==> src/rtl/hop_pkg.sv <==
// hop_pkg: shared types and default configuration for the hop start/echo sequencer.
package hop_pkg;

    // Sequencer states
    typedef enum logic [2:0] {
        ST_IDLE,
        ST_FIRE,
        ST_WAIT,
        ST_GAP,
        ST_DONE
    } hop_state_t;

    // Default configuration
    localparam int HOP_DEPTH_DEF = 4;   // expected start-to-echo latency (cycles)
    localparam int TIMEOUT_DEF   = 15;  // last WAIT cycle before a pulse is declared lost
    localparam int CNT_W_DEF     = 8;   // pass/error counter width

endpackage

==> src/rtl/hop_sat_cnt.sv <==
// hop_sat_cnt: up-counter with synchronous clear that sticks at all-ones instead of wrapping.
module hop_sat_cnt
    import hop_pkg::*;
#(
    parameter int CNT_W = CNT_W_DEF
) (
    input  logic             clock0,
    input  logic             rst1,
    input  logic             clr,
    input  logic             inc,
    output logic [CNT_W-1:0] q
);

    // Clear has priority; increments stop once the counter is full
    always_ff @(posedge clock0 or posedge rst1) begin
        if (rst1)
            q <= '0;
        else if (clr)
            q <= '0;
        else if (inc && (q != '1))
            q <= q + CNT_W'(1);
    end

endmodule

==> src/rtl/hop_start_seq.sv <==
// hop_start_seq: fires a burst of single-cycle start pulses into a downstream flop chain,
// times each returning echo and keeps pass/error tallies.
// Build option: define HOP_LAT_CHECK_EN to require every echo to arrive exactly HOP_DEPTH
// cycles after its start (and to report the measured latency on lat); without it any echo
// before the timeout passes and lat stays 0.
module hop_start_seq
    import hop_pkg::*;
#(
    parameter int HOP_DEPTH = HOP_DEPTH_DEF,
    parameter int TIMEOUT   = TIMEOUT_DEF,
    parameter int CNT_W     = CNT_W_DEF
) (
    input  logic             clock0,
    input  logic             rst1,
    input  logic             en,
    input  logic [3:0]       burst_len,
    input  logic             echo,
    output logic             start,
    output logic             busy,
    output logic             done,
    output logic [CNT_W-1:0] pass_cnt,
    output logic [CNT_W-1:0] err_cnt,
    output logic [3:0]       lat
);

    hop_state_t state, state_nxt;

    logic [3:0] timer;      // cycles spent in WAIT for the current pulse
    logic [3:0] tcur;       // timer value belonging to the current WAIT cycle
    logic [3:0] remaining;  // pulses still to be fired, including the one in flight
    logic       cnt_clr, pass_inc, err_inc;
    logic       rem_ld, rem_dec, tmr_clr, tmr_inc;
    logic       echo_ok;

    // A depth outside 1..TIMEOUT-1 could never be met before the timeout fires
    if (HOP_DEPTH < 1 || HOP_DEPTH >= TIMEOUT) begin : g_bad_hop_depth
    end

`ifdef HOP_LAT_CHECK_EN
    assign echo_ok = (tcur == 4'(HOP_DEPTH));

    // Capture the measured latency on every echo seen while waiting
    always_ff @(posedge clock0 or posedge rst1) begin
        if (rst1)
            lat <= '0;
        else if ((state == ST_WAIT) && echo)
            lat <= tcur;
    end
`else
    assign echo_ok = 1'b1;
    assign lat     = '0;
`endif

    // State register
    always_ff @(posedge clock0 or posedge rst1) begin
        if (rst1)
            state <= ST_IDLE;
        else
            state <= state_nxt;
    end

    // Next state and datapath strobes; any echo outside WAIT is stray
    always_comb begin
        state_nxt = state;
        cnt_clr   = 1'b0;
        pass_inc  = 1'b0;
        err_inc   = 1'b0;
        rem_ld    = 1'b0;
        rem_dec   = 1'b0;
        tmr_clr   = 1'b0;
        tmr_inc   = 1'b0;
        tcur      = timer + 4'd1;
        case (state)
            ST_IDLE: begin
                err_inc = echo;
                if (en && (burst_len != 4'd0)) begin
                    cnt_clr   = 1'b1;
                    rem_ld    = 1'b1;
                    state_nxt = ST_FIRE;
                end
            end
            ST_FIRE: begin
                err_inc   = echo;
                tmr_clr   = 1'b1;
                state_nxt = ST_WAIT;
            end
            ST_WAIT: begin
                tmr_inc = 1'b1;
                if (echo) begin
                    pass_inc  = echo_ok;
                    err_inc   = !echo_ok;
                    state_nxt = ST_GAP;
                end else if (tcur == 4'(TIMEOUT)) begin
                    err_inc   = 1'b1;
                    state_nxt = ST_GAP;
                end
            end
            ST_GAP: begin
                err_inc   = echo;
                rem_dec   = 1'b1;
                state_nxt = (remaining == 4'd1) ? ST_DONE : ST_FIRE;
            end
            ST_DONE: begin
                err_inc   = echo;
                state_nxt = ST_IDLE;
            end
            default: state_nxt = ST_IDLE;
        endcase
    end

    // Outputs registered from the next state so each is a clean flop
    always_ff @(posedge clock0 or posedge rst1) begin
        if (rst1) begin
            start <= 1'b0;
            busy  <= 1'b0;
            done  <= 1'b0;
        end else begin
            start <= (state_nxt == ST_FIRE);
            busy  <= (state_nxt != ST_IDLE);
            done  <= (state_nxt == ST_DONE);
        end
    end

    // WAIT timer and remaining-pulse counter
    always_ff @(posedge clock0 or posedge rst1) begin
        if (rst1) begin
            timer     <= '0;
            remaining <= '0;
        end else begin
            if (tmr_clr)
                timer <= '0;
            else if (tmr_inc)
                timer <= tcur;
            if (rem_ld)
                remaining <= burst_len;
            else if (rem_dec)
                remaining <= remaining - 4'd1;
        end
    end

    hop_sat_cnt #(.CNT_W(CNT_W)) u_pass_cnt (
        .clock0 (clock0),
        .rst1   (rst1),
        .clr    (cnt_clr),
        .inc    (pass_inc),
        .q      (pass_cnt)
    );

    hop_sat_cnt #(.CNT_W(CNT_W)) u_err_cnt (
        .clock0 (clock0),
        .rst1   (rst1),
        .clr    (cnt_clr),
        .inc    (err_inc),
        .q      (err_cnt)
    );

endmodule

==> config.mk <==
export PLATFORM = sky130hd
export DESIGN_NAME = hop_start_seq
export DESIGN_NICKNAME = d
export VERILOG_FILES = /design/src/rtl/hop_pkg.sv /design/src/rtl/hop_sat_cnt.sv /design/src/rtl/hop_start_seq.sv
export SDC_FILE = /design/constraint.sdc
export NUM_CORES = 1
export LEC_CHECK = 0
export CORE_UTILIZATION = 45
export CTS_CLUSTER_DIAMETER = 40
export DETAILED_ROUTE_END_ITERATION = 12
export PLACE_DENSITY_LB_ADDON = 0.25
export SYNTH_ARGS = -nofsm -noshare
export SYNTH_HDL_FRONTEND = slang
export SYNTH_SLANG_ARGS = --single-unit
==> constraint.sdc <==
create_clock -name clock0 -period 2.46 [get_ports clock0]
set_input_delay 0.615 -clock clock0 [delete_from_list [all_inputs] [get_ports clock0]]
set_output_delay 0.615 -clock clock0 [all_outputs]
set_load 0.05 [all_outputs]
# Yosys cells after proc, flatten, opt, wreduce, memory -nomap -nowiden
# Cells that the tools add are included.
[totals]
regBits = 30
in_bits = 8
output_inout_bits = 23
word_cells = 56
[classes]
n_addsub = 4
eq_ne = 10
n_mux = 23
n_reduce_logical = 11
[ops]
columns = ["op", "count"]
rows = [
  ["$mux 8", 4],
  ["$add 8x1->8 const B", 2],
  ["$mux 4", 4],
  ["$ne 8x8->1 const B", 2],
  ["$mux 3", 4],
  ["$pmux 3 s4", 1],
  ["$mux 1", 9],
  ["$reduce_bool 2->1", 4],
  ["$eq 3x1->1 const B", 2],
  ["$eq 3x2->1 const B", 2],
  ["$eq 3x3->1 const B", 2],
  ["$add 4x1->4 const B", 1],
  ["$eq 4x1->1 const B", 1],
  ["$eq 4x4->1 const B", 1],
  ["$reduce_bool 4->1", 1],
  ["$reduce_or 4->1", 1],
  ["$sub 4x1->4 const B", 1],
  ["$logic_and 1x1->1", 3],
  ["$logic_not 3->1", 1],
  ["$reduce_bool 3->1", 1],
  ["$pmux 1 s2", 1],
]

# Logic depth before layout (Yosys ltp)
[depth]
word_depth = 8
depth_mapped = 8
mapped_depth_nobuf = 7

# Cells and area by module
# Synthesis repeated with hierarchy kept, for this count alone.
[unflattened]
hier_cells = 189
area_unflattened_um2 = 1893.1
[by_module_without_submodules]
columns = ["mod", "instances", "cells_each", "area_per_inst_um2", "seq_area_each_um2"]
rows = [
  ["hop_sat_cnt", 2, 49, 504.2, 200.2],
  ["hop_start_seq", 1, 91, 884.6, 350.3],
]

# Worst setup path before layout
# No wires, ideal clock.
[synth_timing]
path_kind = "reg-to-reg"
from = "register u_pass_cnt.q[0]"
to = "register u_pass_cnt.q[7]"
setup_time_ps = 77
arrival_ps = 1834
t_required_ps = 2383
slack_ps = 548
stages_incl_launch_ff = 7
n_path_buf = 0
period_less_slack_ps = 1912
cell_sequence = "dfrtp_1 ha_1 nand3_1 o211ai_2 or2_1 or3_1 a21oi_1"
[synth_between]
elab_chain_cells = 3
elab_cells_between_ends = 6
cone_classes = "add/sub (1); eq/ne (1); mux (2); reduce/logical (2)"
[synth_lines]
columns = ["item", "line_no", "source"]
rows = [
  ["start: declaration", "hop_sat_cnt.sv:11", "output logic [CNT_W-1:0] q"],
  ["start signal: assignment", "hop_sat_cnt.sv:21", "q <= q + CNT_W'(1);"],
  ["$add 8x1->8 / $ne 8x8->1 (equally long branches)", "hop_sat_cnt.sv:21, hop_sat_cnt.sv:20", ""],
  ["$mux 8 / $logic_and 1x1->1 (equally long branches)", "hop_sat_cnt.sv:20", "else if (inc && (q != '1))"],
  ["$mux 8 / $reduce_bool 2->1 (equally long branches)", "--", ""],
]
# Parallel ways exist; a longest one is shown, timed or not. The select of a mux whose other input is x is not followed.
# A chain may end at the register's enable or synchronous reset.

# Worst setup path in the final report
[layout_timing]
from = "register u_err_cnt.q[2]"
to = "output err_cnt[2]"
[layout_lines]
columns = ["item", "line_no", "source"]
rows = [
  ["start: declaration", "hop_sat_cnt.sv:11", ""],
  ["start signal: assignment", "hop_sat_cnt.sv:21", ""],
  ["end: declaration", "hop_start_seq.sv:22", "output logic [CNT_W-1:0] err_cnt,"],
]
# No word-level cell between the ends.

==> results.toml <==
[clocking]
path_clk_slew_ps = 100
cts_sinks = 30
cts_hold_buf = 0
htreeDepth = 2
ctsResizeCount = 0
cts_tree = "yes"
clock_path_buffers = 2
clk_latency_ps = 330
numCtsBuffers = 5
clockRootBuffer = "clkbuf_4"
postCtsSetupBuffers = 0

[global_routing]
antenna_found_initial = 0
grt_max_degree = 31
grt_pass1_vias = 1268
grt_pass1_wl_um = 5451
grtUsageTotal_pct = 20.11
grt-ovfl-total = 0

[setup_path]
worstPathRequired_ps = 1850
cp_max_fo = 7
cpPeakStageDelay_ps = 850
crit_path_start = "u_err_cnt.q[2]$_DFFE_PP0P_"
cp_cell_sequence = "clkdlybuf4s50_1"
path_buf_inv = 1
crit_family = "buffers and inverters"
cp_data_arrival_time_ps = 1650
cp-end-kind = "primary output"
cp-start-kind = "flip-flop"
timing.rr.start = "timer[0]$_DFFE_PP0P_"
worstSetupPathType = "reg2out"
crit_slowest_cell = "clkdlybuf4s50_1"

[timing]
timing.final.hold_violations = 0
fin_setup_tns_ps = 0
worst_slew_pin_slew_ps = 683.0
finalSetupViolCount = 0
slew_headroom_pct = 54.16
min_period_ps = 2269
holdWs_ps = 550.8
period_share_pct = 92.24
rsz0062_at_grt = "false"
slew_viol_final = 0
fin_ws_ps = 190.8
clock.fmax_ghz = 0.4407
skew_ps = 6.259

[yosys]
yosysSeqAreaShare_pct = 46.99
synthAdderAreaFrac_pct = 4.699
synth_largest_area_cell = "dfrtp_1"
ys_seq_elements = 30
synthMuxAreaShare_pct = 1.253
synth_top_area_share_pct = 46.99
synth_flop_cell = "dfrtp_1"
yosysWarnings = 0
synth_cells = 169
synth_area_um2 = 1598
ys_types = 36
synth_top_family_by_area = "simple AND/OR/NAND/NOR gates"
yosys.area_share.simple_pct = 22.40
synth_edf_count = 0
synth_area_leaders = "dfrtp_1 (47%), o21ai_0 (5.0%), ha_1 (4.7%)"
synth-compound-area-share_pct = 14.57
async_flop_share_pct = 100.0
synth_xor_area_share_pct = 4.933
syn_area_per_cell_um2 = 9.454

[floorplanning]
fp.dieH_um = 61.59
initial_core_util_pct = 47.51
io_pins = 31
die_area_um2 = 3793
die_w_um = 61.59
core_um2 = 3363
rows = 21

[detailed_routing]
ant_nets = 0
routed_via_density = 5.304
first_pass_iters = 4
totalWireLength_um = 3246
drtIter0Drc = 74
num_vias = 1326
post-route-drc-count = 0
avgRoutedWirePerCell_um = 12.98

[power_and_ir_drop]
vdd_drop_max_mv = 0.7224
p_sw_w = 0.0008663
pwr-share-seq_pct = 38.3
p_leak_nw = 0.8766
switching_share_pct = 42.48
p_int_w = 0.001173
power_density_nw_per_um2 = 1027
combinationalPowerShare_pct = 42.5
power_frac_clock_pct = 19.2

[job]
cap_violations = 0

[hold_path]
hp-class = "reg2reg"
hp-start = "timer[2]$_DFFE_PP0P_"

[placed_design]
dp_hpwl_um = 2382
place.gp.congestion = 0.8262
port_buffers = 26
place_ws_ps = 93.34

[finish]
drive_gt1_share_pct = 8.824
fin_util_pct = 59.04
multi_input_area_um2 = 779.5
syn2layout_area_growth_pct = 24.28
diodes = 0
num-fill-cells = 319
final-seq-area_um2 = 750.7
final_nets = 217

[status]
status = "complete, no violations"
==> kinds of logic after synthesis <==
kind of cell,after synthesis
muxes,2
AOI/OAI and AO/OA,40
xor gates and xnor gates,9
and+or+nand+nor,68
buffers and inverters,13
DFF,30
adders and majority gates,6
other,1
==> stage by stage <==
step	power [W]	std cells	cell area, µm²
after floorplan	0.001396	172	1609
after global placement	0.001626	242	1908
after detailed placement	0.001665	242	1908
after CTS	0.002058	250	1986
after global routing	0.002201	250	1986
final	0.002039	250	1986
==> worst reg2reg max path, cell delays in order (launching register included) <==
cell and delay [ps]:
dfrtp_1 450, ha_1 260, nor2b_1 120, o21ai_0 120, a21oi_1 190, o21ai_1 270
or3_1 420, a21oi_1 150
==> state kept, by name (all words and copies together) (netlist names) <==
signal        cells
timer             4
done              1
busy              1
remaining         4
u_err_cnt.q       8
state             3
u_pass_cnt.q      8
start             1
==> layout make-up <==
class	instances	share of cell area [%]
multi-input combinational	129	39.26
sequential	30	37.81
timing repair buffer	31	15.00
tap	46	2.899
clock inverter	3	2.016
clock buffer	5	1.890
inverter	6	1.134
==> per-layer routing <==
layer,routed length [µm],track usage [%],vias up
li1,-,-,651
met1,1470,25.26,638
met2,1575,32.41,33
met3,156,6.933,4
met4,43,6.667,0
met5,0,0,-
==> path summary, 6_finish.rpt <==
| kind | slack, ps | depth (start not counted) | end |
|---|---|---|---|
| max | 190 | 1 | err_cnt[2] |
| min | 550 | 1 | timer[2]$_DFFE_PP0P_ |
| max reg2reg | 410 | 7 | u_err_cnt.q[7]$_DFFE_PP0P_ |
| min reg2reg | 550 | 1 | timer[2]$_DFFE_PP0P_ |
| max in group asynchronous | 1520 | 3 | remaining[3]$_DFFE_PP0P_ |
| min in group asynchronous | 660 | 3 | u_pass_cnt.q[1]$_DFFE_PP0P_ |
==> synthesized netlist by cell type, types with 2 or more instances <==
| cell type | n |
|---|---|
| a21boi_0 | 2 |
| a21oi_1 | 14 |
| a31oi_1 | 2 |
| and3_1 | 3 |
| buf_4 | 6 |
| dfrtp_1 | 30 |
| ha_1 | 6 |
| inv_1 | 6 |
| mux2i_1 | 2 |
| nand2_1 | 16 |
| nand3_1 | 11 |
| nand3b_1 | 3 |
| nor2_1 | 17 |
| o21ai_0 | 16 |
| or3_1 | 7 |
| xnor2_1 | 3 |
| xor2_1 | 6 |
==> power by group through the flow <==
stage	clock network [W]	logic, W	registers (W)
after floorplan	0	0.000450	0.000946
after global placement	0	0.000850	0.000776
after detailed placement	0	0.000875	0.000790
after CTS	0.000401	0.000878	0.000780
after global routing	0.000423	0.000972	0.000806
final	0.000391	0.000867	0.000781
==> layout by cell type, fill, tap and decap left out, drive strengths merged, types with 2 or more instances in the layout <==
cell / instances
a21oi: 14
nand3: 11
ha: 6
nand3b: 3
a31oi: 2
conb: 4
and3b: 2
dfrtp: 30
and3: 3
clkinv: 2
clkdlybuf4s50: 26
nand2: 16
mux2i: 2
clkbuf: 5
a21boi: 2
o21ai: 17
inv: 6
or3: 7
buf: 5
xor2: 6
nor2: 17
xnor2: 3
(Power assumes the default switching activity.)
